===== config.mk =====
export PLATFORM = sky130hd
export DESIGN_NAME = motor_drive_ctrl
export DESIGN_NICKNAME = d
export VERILOG_FILES = /design/src/rtl/motor_drive_ctrl.sv
export SDC_FILE = /design/constraint.sdc
export NUM_CORES = 1
export LEC_CHECK = 0
export BUFFER_PORTS_ARGS = -buffer_cell sky130_fd_sc_hd__buf_2
export CAP_MARGIN = 20
export CORE_ASPECT_RATIO = 1.25
export CORE_MARGIN = 2
export CORE_UTILIZATION = 25
export DETAILED_ROUTE_END_ITERATION = 10
export GPL_ROUTABILITY_DRIVEN = 0
export HOLD_SLACK_MARGIN = 0.06
export PLACE_DENSITY = 0.42
export SYNTH_ARGS = -nofsm -noshare
export SYNTH_HDL_FRONTEND = slang
export SYNTH_SLANG_ARGS = --single-unit

===== constraint.sdc =====
create_clock -name clk -period 4.09 [get_ports clk]
set_input_delay 0.2045 -clock clk [delete_from_list [all_inputs] [get_ports clk]]
set_output_delay 0.2045 -clock clk [all_outputs]
set_load 0.01 [all_outputs]

===== src/rtl/motor_drive_ctrl.sv =====
// motor_drive_ctrl: multi-channel H-bridge PWM driver with a dead-time
// interlock on reversal, plus a 4x quadrature encoder interface per channel
// giving a wrapping position count and a periodic velocity sample.
module motor_drive_ctrl #(
    parameter int unsigned N_CH       = 2,
    parameter int unsigned PWM_W      = 8,
    parameter int unsigned CNT_W      = 16,
    parameter int unsigned DEAD_CYC   = 64,
    parameter int unsigned VEL_PERIOD = 50000
) (
    input  logic                      clk,
    input  logic                      reset,
    input  logic                      enable,
    input  logic [N_CH*(PWM_W+1)-1:0] duty_cmd,
    input  logic                      cmd_valid,
    input  logic [N_CH-1:0]           enc_a,
    input  logic [N_CH-1:0]           enc_b,
    input  logic [N_CH-1:0]           cnt_clr,
    output logic [N_CH-1:0]           pwm_en,
    output logic [N_CH-1:0]           in_a,
    output logic [N_CH-1:0]           in_b,
    output logic [N_CH*CNT_W-1:0]     enc_count,
    output logic [N_CH*CNT_W-1:0]     enc_vel,
    output logic                      vel_valid,
    output logic [N_CH-1:0]           enc_err
);
    localparam int unsigned DW = PWM_W + 1;
    localparam int unsigned TW = (DEAD_CYC > 1) ? $clog2(DEAD_CYC) : 1;
    localparam int unsigned VW = $clog2(VEL_PERIOD);
    localparam logic [PWM_W-1:0] PWM_LAST  = {{(PWM_W-1){1'b1}}, 1'b0};
    localparam logic [TW-1:0]    DEAD_LOAD = TW'(DEAD_CYC - 1);
    localparam logic [VW-1:0]    VEL_LAST  = VW'(VEL_PERIOD - 1);

    typedef enum logic [1:0] {STOP, FWD, REV, DEAD} dir_t;

    logic [PWM_W-1:0] pwm_cnt;
    logic             pwm_wrap;
    logic [VW-1:0]    vel_cnt;
    logic             vel_tc;

    assign pwm_wrap = (pwm_cnt == PWM_LAST);
    assign vel_tc   = (vel_cnt == VEL_LAST);

    // Shared PWM carrier: counts 0..2^PWM_W-2
    always_ff @(posedge clk or negedge reset) begin
        if (!reset)        pwm_cnt <= '0;
        else if (pwm_wrap) pwm_cnt <= '0;
        else               pwm_cnt <= pwm_cnt + 1'b1;
    end

    // Shared velocity window counter and sample strobe
    always_ff @(posedge clk or negedge reset) begin
        if (!reset) begin
            vel_cnt   <= '0;
            vel_valid <= 1'b0;
        end else begin
            vel_cnt   <= vel_tc ? '0 : vel_cnt + 1'b1;
            vel_valid <= vel_tc;
        end
    end

    for (genvar i = 0; i < N_CH; i++) begin : g_ch
        logic [DW-1:0]    cmd, shadow, active;
        logic [PWM_W-1:0] mag;
        logic             raw;
        dir_t             state, target, nxt;
        logic [TW-1:0]    dead_cnt;
        logic             pwm_q, in_a_q, in_b_q;
        logic [1:0]       s1, s2, prv;
        logic             up, dn, bad;
        logic [CNT_W-1:0] count, snap, vel;
        logic             err;

        assign cmd = duty_cmd[i*DW +: DW];

        // Shadow takes every command; active only changes at the carrier wrap
        always_ff @(posedge clk or negedge reset) begin
            if (!reset) begin
                shadow <= '0;
                active <= '0;
            end else begin
                if (cmd_valid) shadow <= cmd;
                if (pwm_wrap)  active <= cmd_valid ? cmd : shadow;
            end
        end

        // Magnitude (most-negative value clipped to full scale), raw PWM, target direction
        always_comb begin
            mag = active[PWM_W-1:0];
            if (active[PWM_W]) begin
                if (active[PWM_W-1:0] == '0) mag = '1;
                else                         mag = ~active[PWM_W-1:0] + 1'b1;
            end
            raw = (pwm_cnt < mag);
            if (active == '0)       target = STOP;
            else if (active[PWM_W]) target = REV;
            else                    target = FWD;
        end

        // Direction next-state: reversals always pass through DEAD
        always_comb begin
            nxt = state;
            if (!enable) nxt = STOP;
            else begin
                case (state)
                    STOP:    nxt = target;
                    FWD:     nxt = (target == REV) ? DEAD : target;
                    REV:     nxt = (target == FWD) ? DEAD : target;
                    DEAD:    nxt = (dead_cnt == '0) ? target : DEAD;
                    default: nxt = STOP;
                endcase
            end
        end

        // Direction FSM with outputs registered alongside the state
        always_ff @(posedge clk or negedge reset) begin
            if (!reset) begin
                state    <= STOP;
                dead_cnt <= '0;
                pwm_q    <= 1'b0;
                in_a_q   <= 1'b0;
                in_b_q   <= 1'b0;
            end else begin
                state <= nxt;
                if (nxt == DEAD && state != DEAD)      dead_cnt <= DEAD_LOAD;
                else if (state == DEAD && dead_cnt != '0) dead_cnt <= dead_cnt - 1'b1;
                in_a_q <= (nxt == FWD);
                in_b_q <= (nxt == REV);
                pwm_q  <= ((nxt == FWD) || (nxt == REV)) && raw;
            end
        end

        // Encoder synchroniser and previous-state register
        always_ff @(posedge clk or negedge reset) begin
            if (!reset) begin
                s1  <= '0;
                s2  <= '0;
                prv <= '0;
            end else begin
                s1  <= {enc_a[i], enc_b[i]};
                s2  <= s1;
                prv <= s2;
            end
        end

        // 4x decode of {A,B}: 00->10->11->01->00 counts up
        always_comb begin
            up  = 1'b0;
            dn  = 1'b0;
            bad = 1'b0;
            case ({prv, s2})
                4'b00_10, 4'b10_11, 4'b11_01, 4'b01_00: up  = 1'b1;
                4'b00_01, 4'b01_11, 4'b11_10, 4'b10_00: dn  = 1'b1;
                4'b00_11, 4'b11_00, 4'b01_10, 4'b10_01: bad = 1'b1;
                default: ;
            endcase
        end

        // Position count, sticky error and velocity snapshot; clear wins over a step
        always_ff @(posedge clk or negedge reset) begin
            if (!reset) begin
                count <= '0;
                snap  <= '0;
                vel   <= '0;
                err   <= 1'b0;
            end else begin
                if (cnt_clr[i]) begin
                    count <= '0;
                    snap  <= '0;
                    err   <= 1'b0;
                end else begin
                    if (up)      count <= count + 1'b1;
                    else if (dn) count <= count - 1'b1;
                    if (bad)     err   <= 1'b1;
                    if (vel_tc)  snap  <= count;
                end
                if (vel_tc) vel <= count - snap;
            end
        end

        assign pwm_en[i]                  = pwm_q;
        assign in_a[i]                    = in_a_q;
        assign in_b[i]                    = in_b_q;
        assign enc_err[i]                 = err;
        assign enc_count[i*CNT_W +: CNT_W] = count;
        assign enc_vel[i*CNT_W +: CNT_W]   = vel;
    end

endmodule

==> impl_metrics.env, run 1 <==
export IMPL_synth_top_flop_cell="dfrtp_1"
export IMPL_overflow=0
export IMPL_fin_area_sq_um=13100
export IMPL_tns_ns=0
export IMPL_syn_mean_instance_area_sq_um=9.23
export IMPL_die_h_um=239
export IMPL_die_x_um=192
export IMPL_hp_start="cnt_clr[0]"
export IMPL_ant_nets=0
export IMPL_grt_pass1_vias=8660
export IMPL_status="finished clean"
export IMPL_maxSlewViolCount=0
export IMPL_holdPathStages=2
export IMPL_synth_most_common_cell="dfrtp_1"
export IMPL_endpoint_kind="flip-flop"
export IMPL_reg2reg_from="g_ch[1].s2[0]"
export IMPL_arrival_ns=3.85
export IMPL_yosysWarnings=0
export IMPL_port_buffers=100
export IMPL_drive_above_1_share_pct=14.2
export IMPL_slew_limit_headroom_pct=37.1
export IMPL_drv_cap=0
export IMPL_cp_max_fo=6
export IMPL_ios=101
export IMPL_whs_ns=0.286
export IMPL_cts_sinks=193
export IMPL_min_period_ns=3.51
export IMPL_yosysTopAreaCell="dfrtp_1"
export IMPL_syn_area_sq_um=11000
export IMPL_peakVddDrop_mv=0.289
export IMPL_power_density_nw_per_um2=549
export IMPL_yosysUniqueCellTypes=66
export IMPL_final_hold_violation_count=0
export IMPL_synth_top_area_share_pct=43.8
export IMPL_fillers=4605
export IMPL_multi_input_area_sq_um=5750
export IMPL_vias=8515
export IMPL_grt_pass1_wl_mm=44.4
export IMPL_diodes=0
export IMPL_fmax_ghz=0.285
export IMPL_netlist_instances=1195
export IMPL_cts_root_buf="clkbuf_16"
export IMPL_r2r_setup_slack_ns=0.58
export IMPL_cp_start_kind="flip-flop"
export IMPL_clk_path_buf_depth=2
export IMPL_hold_path_class="primary input to flip-flop"
export IMPL_ys_seq_area_share_pct=43.8
export IMPL_cts_tree="yes"
export IMPL_yosys_top_cells_area="dfrtp_1 44%, ha_1 9.6%, nand2_1 6.4%, a21oi_1 4.6%, o21ai_0 3.9%"
export IMPL_synth_common_cells="193 x dfrtp_1, 187 x nand2_1, 101 x a21oi_1"
export IMPL_ys_ff_latch=193
export IMPL_worstSetupPathType="flip-flop to flip-flop"
export IMPL_synth_edf_count=0
export IMPL_hold_path_endpoint="g_ch[0].count[4]"
export IMPL_nets=1423
export IMPL_wl_per_cell_um=13.9
export IMPL_cp_data_required_time_ns=4.43
export IMPL_drc=0
export IMPL_std_cell_rows=86
export IMPL_cts_setup_buffers=0
export IMPL_wl_mm=26.3
export IMPL_htree_levels=4
export IMPL_syn_num_nets=1312
export IMPL_clk_pin_slew_ns=0.08
export IMPL_power_leakage_nw=5.86
export IMPL_clk_latency_ns=0.45
export IMPL_syn_to_final_growth_pct=18.3
export IMPL_antenna_found_initial=0
export IMPL_dpl_hpwl_mm=18.7
export IMPL_regArea_sq_um=4830
export IMPL_setup_viol=0
export IMPL_period_share_pct=85.9
export IMPL_cts_inserted_buffers=17
export IMPL_place_area_sq_um=12200
export IMPL_initial_core_util_pct=25.2
export IMPL_vias_per_cell=4.51
export IMPL_firstDrtPassIters=4
export IMPL_async_reset_ff_share_pct=100
export IMPL_ff2ff_path_depth=11
export IMPL_fin_skew_ns=0.0104
export IMPL_dieArea_sq_um=45800
export IMPL_grt_max_degree=108
export IMPL_rsz0062_at_grt="no"
export IMPL_drtIter0Drc=319
export IMPL_worstMarginPinSlew_ns=0.943
export IMPL_grtUsageTotal_pct=12.1
export IMPL_core_area_sq_um=43800
export IMPL_r2r_end="g_ch[1].count[15]"
-- cell families after synthesis --
family,after synthesis,synth area share [%]
buf+inv,111,4.09
simple gates,400,16.4
xor+xnor,69,5.48
fa+ha+maj,89,10.4
mux,34,3.44
flops,193,43.8
compound gates,299,16.5
-- layout by cell type (no fill, tap or decap), drive strengths merged, types with 7 or more instances in the layout --
| cell type | netlist | layout |
|---|---|---|
| clkbuf | 31 | 20 |
| nand2 | 187 | 187 |
| a21oi | 102 | 102 |
| nand4 | 7 | 7 |
| nand2b | 19 | 19 |
| nand3 | 25 | 25 |
| nor2b | 14 | 14 |
| inv | 67 | 70 |
| o21ai | 86 | 86 |
| a211oi | 11 | 11 |
| mux2 | 31 | 31 |
| or3 | 14 | 14 |
| o22ai | 10 | 10 |
| o21a | 20 | 20 |
| xor2 | 32 | 32 |
| nor2 | 82 | 82 |
| a21boi | 11 | 11 |
| dlygate4sd3 | 0 | 24 |
| nor3 | 25 | 25 |
| a21o | 13 | 13 |
| o31ai | 10 | 10 |
| buf | 13 | 111 |
| xnor2 | 37 | 37 |
| ha | 85 | 85 |
| dfrtp | 193 | 193 |
-- area by class of cell --
class                      count  share of cell area (%)
multi-input combinational    891                    44.1
sequential                   193                    37.0
timing repair buffer         136                    6.53
tap                          572                    5.48
clock buffer                  19                    3.39
inverter                      67                    1.93
clock inverter                12                    1.57
-- worst max-delay path, cell delays in order, from the launching register on --
cell and delay [ns]:
dfrtp_1 0.42, xor2_1 0.17, nor2_1 0.40, inv_1 0.25, ha_1 0.41, o21ai_0 0.13
o21ai_1 0.20, a211oi_2 0.13, o31ai_1 0.35, a31oi_1 0.18, o311ai_0 0.39, mux2_2 0.37
-- worst max path at each step --
stage	start	end	depth (start not counted)
2_1_floorplan	g_ch[1].s2[0]	g_ch[1].count[15]	11
3_3_place_gp	g_ch[1].s2[0]	g_ch[1].count[15]	11
3_5_place_dp	g_ch[1].s2[0]	g_ch[1].count[15]	11
4_1_cts	g_ch[1].s2[0]	g_ch[1].count[15]	11
5_1_grt	g_ch[1].s2[0]	g_ch[1].count[15]	12
6_report	g_ch[1].s2[0]	g_ch[1].count[15]	11
-- stage by stage --
| step | worst slack [ns] | utilization [%] | cells | power [mW] |
|---|---|---|---|---|
| after floorplan | 1.05 | - | 1195 | 4.53 |
| after global placement | 0.624 | 27.8 | 1835 | 5.31 |
| after detailed placement | 0.599 | 27.8 | 1835 | 5.31 |
| after CTS | 0.581 | 29.8 | 1890 | 7.30 |
| after global routing | 0.249 | 29.8 | 1890 | 7.77 |
| final | 0.579 | 29.8 | 1890 | 7.16 |
-- power breakdown --
part / total, mW / switching (mW) / leakage (nW) / internal [mW]
clock network: 1.90 / 0.793 / 0.316 / 1.11
registers: 2.32 / 0.257 / 2.47 / 2.06
logic: 2.94 / 1.63 / 3.07 / 1.32
total: 7.16 / 2.68 / 5.86 / 4.48
-- routing by layer --
metal,wire (um),global-route usage (%),part of all wire [%],vias to the layer above
li1,-,-,-,4352
met1,12400,15.5,47,4029
met2,12600,20.6,48,110
met3,752,2.08,2.9,24
met4,493,4.34,1.9,0
met5,0,0,0,-
-- timing repair --
action | 4_1_cts | 5_1_grt
hold endpoints to repair | 128 | 0
gates resized for setup | 0 | 0
hold buffers | 24 | 0
endpoints found under the setup margin | 0 | 0
-- flip-flops by register name, summed over array words and instances, names as in the netlist, 8 cells and up --
name and flops:
g_ch.count 32, g_ch.snap 32, g_ch.vel 32, g_ch.active 18
g_ch.shadow 18, vel_cnt 16, g_ch.dead_cnt 12, pwm_cnt 8
Note: power is estimated with default switching activity, not from simulation.
==> run 2, diff against run 1 <==
--- a/config.mk
+++ b/config.mk
@@ -12,6 +12,7 @@
 export CORE_UTILIZATION = 25
 export DETAILED_ROUTE_END_ITERATION = 10
 export GPL_ROUTABILITY_DRIVEN = 0
+export GPL_TIMING_DRIVEN = 0
 export HOLD_SLACK_MARGIN = 0.06
 export PLACE_DENSITY = 0.42
 export SYNTH_ARGS = -nofsm -noshare
==> run 2 against run 1 <==
Compared with the run above: critical path depth is the same; sequential share of layout area shrank 0.14 points; maximum frequency shrank 5.3%; critical path type unchanged; via count grew 1.6%; die area is the same; setup slack lost 0.20 ns; first-iteration DRC count shrank 2.2%; utilization grew 0.11 points; cell count grew 1.7%; flip-flop and latch count is the same; worst hold slack lost 0.091 ns.
==> impl_metrics.env, run 2 (synthesis gave the netlist of run 1 again) <==
export IMPL_cts_sinks=193
export IMPL_rsz0062_at_grt="no"
export IMPL_grtUsageTotal_pct=13.0
export IMPL_diodes=0
export IMPL_overflow=0
export IMPL_crit_path_cell_trace="xor2_1 > nor2_1 > clkinvlp_4 > ha_1 > o21ai_0 > o21ai_1 > a211oi_2 > o31ai_1 > a31oi_1 > o311ai_0 > mux2_2"
export IMPL_min_period_ns=3.71
export IMPL_syn_to_final_growth_pct=18.8
export IMPL_power_density_nw_per_um2=528
export IMPL_wl_per_cell_um=14.6
export IMPL_slew_limit_headroom_pct=42.7
export IMPL_clk_pin_slew_ns=0.08
export IMPL_core_area_sq_um=43800
export IMPL_fin_skew_ns=0.0105
export IMPL_fin_area_sq_um=13100
export IMPL_std_cell_rows=86
export IMPL_drive_above_1_share_pct=13.7
export IMPL_period_share_pct=90.7
export IMPL_worst_slack_ns=0.382
export IMPL_critPathMaxStageDelay_ns=0.48
export IMPL_status="finished clean"
export IMPL_largestRegisters="g_ch.count x32, g_ch.snap x32, g_ch.vel x32"
export IMPL_endpoint_kind="flip-flop"
export IMPL_nets=1455
export IMPL_grt_max_degree=81
export IMPL_dieArea_sq_um=45800
export IMPL_maxSlewViolCount=0
export IMPL_peakVddDrop_mv=0.303
export IMPL_post_place_ws_ns=0.150
export IMPL_cts_tree="yes"
export IMPL_ant_nets=0
export IMPL_cts_inserted_buffers=17
export IMPL_vias=8652
export IMPL_drc=0
export IMPL_total_power_mw=6.92
export IMPL_tns_ns=0
export IMPL_antenna_found_initial=0
export IMPL_cp_data_required_time_ns=4.44
export IMPL_clk_latency_ns=0.46
export IMPL_place_area_sq_um=12300
export IMPL_cp_max_fo=4
export IMPL_grt_pass1_wl_mm=46.8
export IMPL_clk_path_buf_depth=2
export IMPL_worstSetupPathType="flip-flop to flip-flop"
export IMPL_htree_levels=4
export IMPL_die_h_um=239
export IMPL_die_x_um=192
export IMPL_cp_start_kind="flip-flop"
export IMPL_grt_pass1_vias=8766
export IMPL_fmax_ghz=0.270
export IMPL_fillers=4646
export IMPL_final_common_cell="dfrtp_1"
export IMPL_arrival_ns=4.06
export IMPL_final_hold_violation_count=0
export IMPL_final_cell_mix="193 x dfrtp_1, 187 x nand2_1, 101 x a21oi_1, 97 x buf_2"
export IMPL_dpl_hpwl_mm=21.4
export IMPL_power_leakage_nw=5.86
export IMPL_ios=101
export IMPL_drtIter0Drc=312
export IMPL_drv_cap=0
export IMPL_cpMaxStageDelayCell="nor2_1"
export IMPL_initial_core_util_pct=25.2
export IMPL_setup_viol=0
export IMPL_firstDrtPassIters=4
export IMPL_worstMarginPinSlew_ns=0.853
export IMPL_cts_root_buf="clkbuf_16"
export IMPL_wl_mm=28.1
export IMPL_vias_per_cell=4.50
export IMPL_hold_path_class="primary input to flip-flop"
export IMPL_port_buffers=97
==> run 2: final timing paths <==
kind / start / endpoint / slack, ns / cells after the start
hold / removal: cnt_clr[0] / g_ch[0].count[1] / 0.19 / 2
max in group asynchronous: reset / g_ch[1].vel[6] / 3.08 / 3
min in group asynchronous: reset / g_ch[1].dead_cnt[1] / 0.25 / 2
hold reg to reg: g_ch[0].s1[1] / g_ch[0].s2[1] / 0.35 / 0
setup / recovery: g_ch[1].s2[0] / g_ch[1].count[15] / 0.38 / 11
setup reg to reg: g_ch[1].s2[0] / g_ch[1].count[15] / 0.38 / 11
==> run 2: through the flow <==
| step | util, % | hold slack (ns) | instances |
|---|---|---|---|
| final | 29.9 | 0.195 | 1923 |
| after global placement | 27.9 | 0.314 | 1864 |
| after detailed placement | 28.1 | 0.168 | 1866 |
| after global routing | 29.9 | 0.212 | 1923 |
| after floorplan | - | -0.0911 | 1195 |
| after CTS | 29.9 | 0.164 | 1922 |
==> run 2: final cells by class <==
class	instances	area, sq um	share of cell area [%]
Multi-Input combinational cell	891	5750	43.9
Sequential cell	193	4830	36.9
Timing Repair Buffer	124	798	6.09
Tap cell	572	716	5.46
Clock buffer	21	470	3.59
Inverter	67	255	1.95
Buffer	44	200	1.53
Clock inverter	11	81.3	0.621
==> run 2: timing repair <==
action	in CTS	in global routing
setup endpoints to repair	0	1
gates resized for setup	0	1
setup buffers	0	1
hold endpoints to repair	74	0
hold buffers	24	0
==> run 2: metal layers <==
layer	wire (um)	vias to the layer above	global-route usage (%)	part of all wire (%)
met5	0	-	0	0
met4	540	0	4.62	1.9
met3	821	28	2.16	2.9
met2	14100	105	22.8	50
met1	12600	4089	16.0	45
li1	-	4430	-	-
==> run 2: worst max-delay path: cells and delay by family (launching register included) <==
kind | cells | cell delay [ns]
AND/OR/NAND/NOR | 1 | 0.48
flip-flops | 1 | 0.42
AO/OA/AOI/OAI | 6 | 1.49
multiplexers | 1 | 0.38
adder cells (fa/ha/maj) | 1 | 0.39
XOR/XNOR | 1 | 0.17
buffers and inverters | 1 | 0.27
==> run 2: report_power, final <==
part	switching, mW	leakage (nW)	total [mW]	internal (mW)
Sequential	0.257	2.47	2.32	2.06
Combinational	1.67	3.12	2.99	1.32
Clock	0.790	0.265	1.62	0.829
Total	2.72	5.86	6.92	4.21
==> run 3, diff against run 2 <==
--- a/config.mk
+++ b/config.mk
@@ -9,12 +9,12 @@
 export CAP_MARGIN = 20
 export CORE_ASPECT_RATIO = 1.25
 export CORE_MARGIN = 2
-export CORE_UTILIZATION = 25
+export CORE_UTILIZATION = 36
 export DETAILED_ROUTE_END_ITERATION = 10
 export GPL_ROUTABILITY_DRIVEN = 0
 export GPL_TIMING_DRIVEN = 0
 export HOLD_SLACK_MARGIN = 0.06
-export PLACE_DENSITY = 0.42
+export PLACE_DENSITY = 0.57
 export SYNTH_ARGS = -nofsm -noshare
 export SYNTH_HDL_FRONTEND = slang
 export SYNTH_SLANG_ARGS = --single-unit
==> constraint.sdc (replaced) <==
create_clock -name clk -period 3.3 [get_ports clk]
set_input_delay 0.165 -clock clk [delete_from_list [all_inputs] [get_ports clk]]
set_output_delay 0.165 -clock clk [all_outputs]
set_load 0.01 [all_outputs]
==> run 3 against run 2 <==
Compared with the run above: die area decreased by 30%; global-route usage increased by 3.7 points; non-clock buffer count unchanged; first-iteration DRC count increased by 2.2%; worst hold slack got worse by 0.048 ns; largest power group unchanged; final area decreased by 1.2%; flip-flop and latch count unchanged; clock skew increased by 0.0053 ns; via count increased by 1.0%; combinational power increased by 24%; largest cell class unchanged.
==> impl_metrics.env, run 3 (synthesis gave the netlist of run 1 again) <==
export IMPL_min_period_ns=3.12
export IMPL_port_buffers=97
export IMPL_grt_max_degree=98
export IMPL_worstSetupPathType="flip-flop to flip-flop"
export IMPL_grt_pass1_vias=8600
export IMPL_placed_cells=1694
export IMPL_endpoint_kind="flip-flop"
export IMPL_syn_to_final_growth_pct=17.4
export IMPL_peakVddDrop_mv=0.326
export IMPL_clk_pin_slew_ns=0.07
export IMPL_pwr_share_comb_pct=42.8
export IMPL_cp_endpoint="g_ch[1].count[15]"
export IMPL_cts_inserted_buffers=17
export IMPL_cts_sinks=193
export IMPL_p_seq_share_pct=33.0
export IMPL_p_clk_share_pct=24.1
export IMPL_clk_path_buf_depth=2
export IMPL_arrival_ns=3.44
export IMPL_initial_core_util_pct=36.6
export IMPL_drc=0
export IMPL_fmax_ghz=0.321
export IMPL_hold_path_class="primary input to flip-flop"
export IMPL_power_leakage_nw=5.89
export IMPL_core_area_sq_um=30100
export IMPL_drtIter0Drc=319
export IMPL_ff2ff_path_depth=12
export IMPL_grt_pass1_wl_mm=43.2
export IMPL_setup_viol=0
export IMPL_final_common_cell="dfrtp_1"
export IMPL_htree_levels=4
export IMPL_nets=1455
export IMPL_dpl_hpwl_mm=19.0
export IMPL_drive_above_1_share_pct=14.3
export IMPL_antenna_found_initial=0
export IMPL_fin_skew_ns=0.0158
export IMPL_drv_cap=0
export IMPL_cts_tree="yes"
export IMPL_cp_startpoint="g_ch[1].s2[0]"
export IMPL_diodes=0
export IMPL_overflow=0
export IMPL_switchingPower_mw=3.38
export IMPL_cp_max_fo=16
export IMPL_maxSlewViolCount=0
export IMPL_firstDrtPassIters=4
export IMPL_clk_latency_ns=0.45
export IMPL_worst_slack_ns=0.185
export IMPL_final_util_pct=43.0
export IMPL_r2r_setup_slack_ns=0.18
export IMPL_worstMarginPinSlew_ns=0.847
export IMPL_reg2reg_from="g_ch[1].s2[0]"
export IMPL_r2r_end="g_ch[1].count[15]"
export IMPL_wl_mm=25.5
export IMPL_final_cell_mix="193 x dfrtp_1, 186 x nand2_1, 101 x a21oi_1, 97 x buf_2"
export IMPL_internal_power_mw=5.31
export IMPL_wl_per_cell_um=14.6
export IMPL_power_density_nw_per_um2=671
export IMPL_ios=101
export IMPL_slew_limit_headroom_pct=43.1
export IMPL_cp_data_required_time_ns=3.62
export IMPL_std_cell_rows=71
export IMPL_vias_per_cell=4.99
export IMPL_cp_start_kind="flip-flop"
export IMPL_period_share_pct=94.4
export IMPL_largestRegisters="g_ch.count x32, g_ch.snap x32, g_ch.vel x32"
export IMPL_status="finished clean"
export IMPL_instances_no_fill=1751
export IMPL_final_hold_violation_count=0
export IMPL_switching_share_pct=38.9
export IMPL_die_h_um=200
export IMPL_dieArea_sq_um=32100
export IMPL_cts_root_buf="clkbuf_16"
export IMPL_ant_nets=0
export IMPL_grtUsageTotal_pct=16.7
export IMPL_whs_ns=0.147
export IMPL_die_x_um=161
export IMPL_vias=8740
export IMPL_post_place_ws_ns=-0.532
export IMPL_fillers=2992
[run 3: cell count changes in the layout (fill, tap and decap cells not counted), sizes merged]
cell,before,now
clkinv,7,2
clkbuf,52,49
clkinvlp,4,2
inv,67,75
bufinv,0,1
[run 3: metrics by stage]
stage                     cell area, sq um  setup TNS (ns)  power, mW
final                                12900               0       8.69
after floorplan                      11000               0       5.61
after global routing                 12900         -0.0201       9.40
after global placement               12000         -253.87       6.50
after CTS                            12900               0       8.72
after detailed placement             12100           -2.20       6.54
[run 3: per-layer routing]
layer	share of wire [%]	wire [um]	global-route usage, %	vias up
met2	51	13000	29.7	123
li1	-	-	-	4425
met3	3.2	824	2.68	11
met1	45	11500	21.1	4181
met4	0.85	217	4.77	0
met5	0	0	0	-
[run 3: worst min-delay path by stage]
stage	start	to	slack (ns)	depth (start not counted)
floorplan	reset	g_ch[0].active[0]	-0.13	0
global placement	enc_a[0]	g_ch[0].s1[1]	0.28	1
detailed placement	reset	g_ch[1].vel[7]	0.26	1
CTS	cnt_clr[0]	g_ch[0].count[1]	0.10	2
global route	cnt_clr[0]	g_ch[0].count[1]	0.14	2
finish	cnt_clr[0]	g_ch[0].count[1]	0.15	2
[run 3: power by group through the flow]
stage          sequential (mW)  clock, mW  combinational (mW)
2_1_floorplan             2.86          0                2.75
3_5_place_dp              2.93          0                3.62
6_report                  2.87       2.10                3.72
3_3_place_gp              2.92          0                3.57
5_1_grt                   2.91       2.27                4.23
4_1_cts                   2.88       2.17                3.67
[run 3: layout make-up]
type                    count  area (sq um)  area share (%)
flip-flops and latches    193          4830            37.3
plain buffers              44           200            1.55
multi-input cells         891          5800            44.8
clock buffers              18           439            3.39
well taps                 401           502            3.88
repair buffers            124           778            6.01
clock inverters            13           140            1.08
inverters                  67           254            1.96
[run 3: critical path, cell delays in order (launching register included)]
cell	delay [ns]
dfrtp_1	0.41
xor2_1	0.26
nor2_4	0.07
inv_4	0.17
ha_1	0.28
a211oi_1	0.31
o21ai_1	0.16
a211oi_2	0.36
o31ai_2	0.15
a31oi_2	0.23
o21ai_0	0.14
o311ai_2	0.10
mux2_2	0.36
[run 3: timing repair]
item | in CTS | in global routing
setup endpoints to repair | 9 | 8
resized for setup | 5 | 10
pin swaps | 1 | 3
setup buffers | 0 | 2
hold endpoints to repair | 123 | 0
hold buffers | 24 | 0
